### src/rtl/dac_output_conditioner.sv
// rtl/dac_output_conditioner.sv - clamp, slew-limit and offset-binary convert a signed sample for a DAC
module dac_output_conditioner #(
  parameter logic [15:0] MIDSCALE = 16'h8000
) (
  input  logic        clk_in,
  input  logic        rst_in,
  input  logic        enable_in,
  input  logic [15:0] signal_in,
  input  logic        valid_in,
  input  logic [15:0] minval_in,
  input  logic [15:0] maxval_in,
  input  logic [15:0] slew_in,
  output logic [15:0] DAC_out,
  output logic        valid_out,
  output logic        sat_hi_out,
  output logic        sat_lo_out,
  output logic        slewing_out,
  output logic        busy_out
);

  typedef enum logic [1:0] {IDLE, TRACK, RAMP_DOWN} state_t;
  state_t state, state_next;

  logic               accept;
  logic signed [15:0] sig, mn, mx, clamp_val;
  logic               clamp_hi, clamp_lo;

  logic               s1_valid, s1_hi, s1_lo;
  logic signed [15:0] s1_val;

  logic               ramp_step, s2_in_valid, step_limited;
  logic signed [15:0] target, current, current_next;
  logic signed [16:0] diff, slew17;

  logic               s2_valid, s2_hi, s2_lo, s2_slewing;

  assign accept = (state == TRACK) && enable_in && valid_in;
  assign sig    = $signed(signal_in);
  assign mn     = $signed(minval_in);
  assign mx     = $signed(maxval_in);

  // Inverted limits pin the result to the lower limit; flags still report each limit on its own.
  always_comb begin
    clamp_hi  = sig > mx;
    clamp_lo  = sig < mn;
    clamp_val = sig;
    if (mn > mx)     clamp_val = mn;
    else if (clamp_lo) clamp_val = mn;
    else if (clamp_hi) clamp_val = mx;
  end

  always_ff @(posedge clk_in or posedge rst_in) begin
    if (rst_in) begin
      s1_valid <= 1'b0;
      s1_val   <= '0;
      s1_hi    <= 1'b0;
      s1_lo    <= 1'b0;
    end else begin
      s1_valid <= accept;
      if (accept) begin
        s1_val <= clamp_val;
        s1_hi  <= clamp_hi;
        s1_lo  <= clamp_lo;
      end
    end
  end

  // Ramp-down steps toward 0 only when no tracked sample is in flight and current is non-zero.
  assign ramp_step   = (state == RAMP_DOWN) && !s1_valid && (current != '0);
  assign s2_in_valid = s1_valid || ramp_step;
  assign target      = s1_valid ? s1_val : '0;
  assign diff        = {target[15], target} - {current[15], current};
  assign slew17      = $signed({1'b0, slew_in});

  always_comb begin
    current_next = target;
    step_limited = 1'b0;
    if (slew_in != '0) begin
      if (diff > slew17) begin
        current_next = current + $signed(slew_in);
        step_limited = 1'b1;
      end else if (diff < -slew17) begin
        current_next = current - $signed(slew_in);
        step_limited = 1'b1;
      end
    end
  end

  always_ff @(posedge clk_in or posedge rst_in) begin
    if (rst_in) begin
      current    <= '0;
      s2_valid   <= 1'b0;
      s2_hi      <= 1'b0;
      s2_lo      <= 1'b0;
      s2_slewing <= 1'b0;
    end else begin
      s2_valid <= s2_in_valid;
      if (s2_in_valid) begin
        current    <= current_next;
        s2_hi      <= s1_valid && s1_hi;
        s2_lo      <= s1_valid && s1_lo;
        s2_slewing <= step_limited;
      end
    end
  end

  always_ff @(posedge clk_in or posedge rst_in) begin
    if (rst_in) begin
      DAC_out     <= MIDSCALE;
      valid_out   <= 1'b0;
      sat_hi_out  <= 1'b0;
      sat_lo_out  <= 1'b0;
      slewing_out <= 1'b0;
    end else begin
      valid_out   <= s2_valid;
      sat_hi_out  <= s2_valid && s2_hi;
      sat_lo_out  <= s2_valid && s2_lo;
      slewing_out <= s2_valid && s2_slewing;
      if (s2_valid) DAC_out <= (current ^ 16'h8000) + (MIDSCALE - 16'h8000);
    end
  end

  always_ff @(posedge clk_in or posedge rst_in) begin
    if (rst_in) state <= IDLE;
    else        state <= state_next;
  end

  // Leave RAMP_DOWN only once current is 0 and the last step has drained out of the pipeline.
  always_comb begin
    state_next = state;
    case (state)
      IDLE:      if (enable_in) state_next = TRACK;
      TRACK:     if (!enable_in) state_next = RAMP_DOWN;
      RAMP_DOWN: begin
        if (enable_in) state_next = TRACK;
        else if ((current == '0) && !s1_valid && !s2_valid) state_next = IDLE;
      end
      default:   state_next = IDLE;
    endcase
  end

  assign busy_out = (state != IDLE);

endmodule

### config.mk
export PLATFORM = sky130hd
export DESIGN_NAME = dac_output_conditioner
export DESIGN_NICKNAME = d
export VERILOG_FILES = /design/src/rtl/dac_output_conditioner.sv
export SDC_FILE = /design/constraint.sdc
export NUM_CORES = 1
export LEC_CHECK = 0
export ABC_AREA = 1
export BUFFER_PORTS_ARGS = -buffer_cell sky130_fd_sc_hd__buf_4
export CAP_MARGIN = 20
export CORE_ASPECT_RATIO = 1.1
export CORE_MARGIN = 4
export CORE_UTILIZATION = 30
export DETAILED_ROUTE_END_ITERATION = 6
export PLACE_DENSITY_LB_ADDON = 0.08
export SETUP_SLACK_MARGIN = 0.5
export SYNTH_ARGS = -nofsm -noshare
export SYNTH_HDL_FRONTEND = slang
export SYNTH_SLANG_ARGS = --single-unit
### constraint.sdc
create_clock -name clk_in -period 4.4 [get_ports clk_in]
set_input_delay 0.22 -clock clk_in [delete_from_list [all_inputs] [get_ports clk_in]]
set_output_delay 0.22 -clock clk_in [all_outputs]
set_load 0.1 [all_outputs]
==> flow_summary.yaml <==
clock_tree:
  tritoncts: "done"
  cts-buffers-inserted: 9
  clk_latency_ns: 0.34
  cts_max_level: 3
  path_clk_slew_ns: 0.06
  cts_root_buf: "clkbuf_16"
  clk_path_buf_depth: 2
  cts_sinks: 61
finish:
  area_growth_syn_to_layout_pct: 35.47
  drive_gt1_share_pct: 27.11
  nNetsFinal: 1543
  n_antenna_cell: 0
  instances_no_fill: 1713
synthesis:
  netlist-cell-type-count: 52
  synth_warnings: 0
  synth-main-ff-cell: "dfrtp_1"
  synthesis.area_sq_um: 7895
  syn_nets: 1388
  async_flop_share_pct: 100.0
  syn-instance-count: 1201
  synth.yosys.seq_area_share_pct: 19.35
  synth_area_per_cell_sq_um: 6.574
  synth-seq-cells: 61
  synth_edf_count: 0
worst_setup_path:
  critPathMaxFanout: 8
  critPathLaunchType: "flop"
  timing.rr.end: "current[2]"
  path_class: "reg -> reg"
  rr_startpoint: "s1_valid"
  crit_path_max_incr_delay_ns: 0.48
  crit_top_cell: "nand2_2"
  crit_required_ns: 4.63
  crit_path_top_delay_cell: "dfrtp_2"
  endpoint_kind: "flop"
  path_buf_inv: 5
  arrival_ns: 4.05
  reg2reg_slack_ns: 0.58
  rr_worst_depth: 26
  crit_family: "simple AND/OR/NAND/NOR gates"
global_route:
  grt_start_max_net_pins: 33
  gr-total-overflow: 0
  grt_util_all_layers_pct: 18.97
  grt_pass1_wl_um: 42960
  grt_pass1_vias: 8244
  antenna_found_initial: 0
min_path:
  worstHoldPathType: "in -> reg"
  hold_path_end: "state[1]"
  hp-start: "enable_in"
  hold-path-cell-count: 2
sta:
  slew_violations: 0
  period_needed_ns: 3.821
  fin_tns_setup_ns: 0
  worst_clock_skew_ns: 0.009147
  worst_slew_pin_slew_ns: 0.7622
  relSlewSlack_pct: 49.13
  max_freq_mhz: 261.7
  finalSetupViolCount: 0
  min_period_over_period_pct: 86.83
  rsz0062_at_grt: "true"
  hold_viol_final: 0
placed_design:
  dp.cells: 1664
  dp_hpwl_um: 22380
  numPortBuffers: 88
  gp_congestion: 0.8711
detailed_routing:
  dr.pass1.iters: 4
  wl_per_cell_um: 16.11
  ant_nets: 0
  drt-total-wl_um: 27600
  vias: 8067
  viasPerCell: 4.709
  drc_errors: 0
  drtIter0Drc: 330
floorplan:
  fp.dieH_um: 178.1
  ios: 89
  placementRows: 62
  core-area_sq_um: 25990
  dieArea_sq_um: 28980
  die-width_um: 162.7
  start_util_pct: 30.38
power:
  leakage_nw: 5.748
  ir_drop_mv: 0.4969
  p_per_area_nw_per_um2: 706.1
flow_run:
  cap_viol_max_count: 0
run_status:
  outcome: "finished clean"
cell usage in the layout, fill, tap and decap left out, types with 9 or more instances in the layout:
cell type | synthesis | final
inv_1 | 184 | 168
nand3_1 | 65 | 53
nand4_1 | 25 | 25
nor2_4 | 2 | 9
dfrtp_1 | 60 | 59
inv_2 | 5 | 19
nand2_2 | 12 | 45
nor2_1 | 59 | 53
buf_4 | 0 | 153
xor2_1 | 38 | 34
ha_1 | 116 | 100
o21ai_0 | 87 | 87
ha_4 | 0 | 15
buf_6 | 3 | 10
clkbuf_16 | 0 | 9
nand2_4 | 2 | 30
o21ai_1 | 18 | 18
nand2_1 | 336 | 277
nand3_2 | 15 | 24
a21oi_1 | 75 | 69
what timing repair did:
action / in CTS / in global routing
hold buffers: 1 / 0
setup endpoints to repair: 17 / 17
gates cloned: 4 / 1
gates resized for setup: 57 / 131
buffers inserted: 12 / 15
pin swaps: 19 / 74
endpoints found under the hold margin: 2 / 0
synthesized netlist by cell type (all sizes together), types with 2 or more instances:
cell    count  share of area (%)
o31ai       3               0.29
o211ai      7               0.67
a31oi       3               0.24
nand4      27                2.4
clkinv      2              0.095
inv       189                9.0
xnor2       7               0.78
nand3b      3               0.29
fa          3               0.76
a211oi      3               0.29
a21oi      77                5.0
clkbuf     22                1.0
dfrtp      60                 19
xor2       38                4.2
nor2       67                3.6
nor4        3               0.24
buf         7               0.92
o21ai     106                6.8
o21bai      3               0.29
ha        116                 18
nor3        8               0.57
nand2     350                 17
a21boi      5               0.48
nand3      80                6.0
through the flow:
| step | utilization (%) | cell area [sq um] | power (W) | setup slack, ns | hold WS (ns) |
|---|---|---|---|---|---|
| after CTS | 38.61 | 10030 | 0.006830 | 0.5018 | 0.01728 |
| final | 41.16 | 10700 | 0.007552 | 0.5793 | 0.03450 |
| after global routing | 41.16 | 10700 | 0.008172 | 0.3480 | 0.03360 |
| after detailed placement | 35.62 | 9256 | 0.005498 | 0.1420 | 0.3835 |
| after floorplan | - | 7895 | 0.004181 | 0.5255 | 0.2835 |
| after global placement | 35.62 | 9256 | 0.005524 | 0.1915 | 0.3803 |
where the power goes:
group          internal, W  switching (W)
sequential        0.000775       0.000187
clock             0.000504       0.000302
combinational      0.00218        0.00360
layout make-up:
cell class / instances / area (sq um)
Inverter: 191 / 721.9
Multi-Input combinational cell: 924 / 6297
Fill cell: 2804 / 15290
Clock buffer: 9 / 225.2
Timing Repair Buffer: 169 / 1379
Tap cell: 352 / 440.4
Clock inverter: 7 / 102.6
Sequential cell: 61 / 1529
how the worst max path moves through the flow:
stage,from,endpoint,depth (start not counted)
floorplan,s1_valid,current[14],27
global placement,s1_valid,current[0],24
detailed placement,s1_valid,current[0],24
CTS,s1_valid,current[12],26
global route,s1_valid,current[13],26
finish,s1_valid,current[2],26
cells by family (layout without fill, tap and decap cells):
group	Yosys count	in the layout	synth area share, %
simple gates	540	544	30.46
buf+inv	220	376	11.05
compound gates	215	215	14.87
fa+ha+maj	119	119	19.14
flops	61	61	19.35
xor+xnor	45	45	4.992
mux	1	1	0.1426
metal layers:
layer / wire, um / track usage (%)
met2: 13470 / 33.79
met4: 1085 / 7.305
met1: 12350 / 23.70
met5: 0 / 0
met3: 692 / 1.780
sequential cells by signal (all words and copies together), names as in the netlist:
register and cells:
current 16, s1_hi 1, state 2, DAC_out 16, s1_valid 1, s2_hi 1
sat_hi_out 1, s2_slewing 1, s1_lo 1, valid_out 1, s1_val 16, s2_lo 1
s2_valid 1, sat_lo_out 1, slewing_out 1
Power figures use the tool's default switching activity.
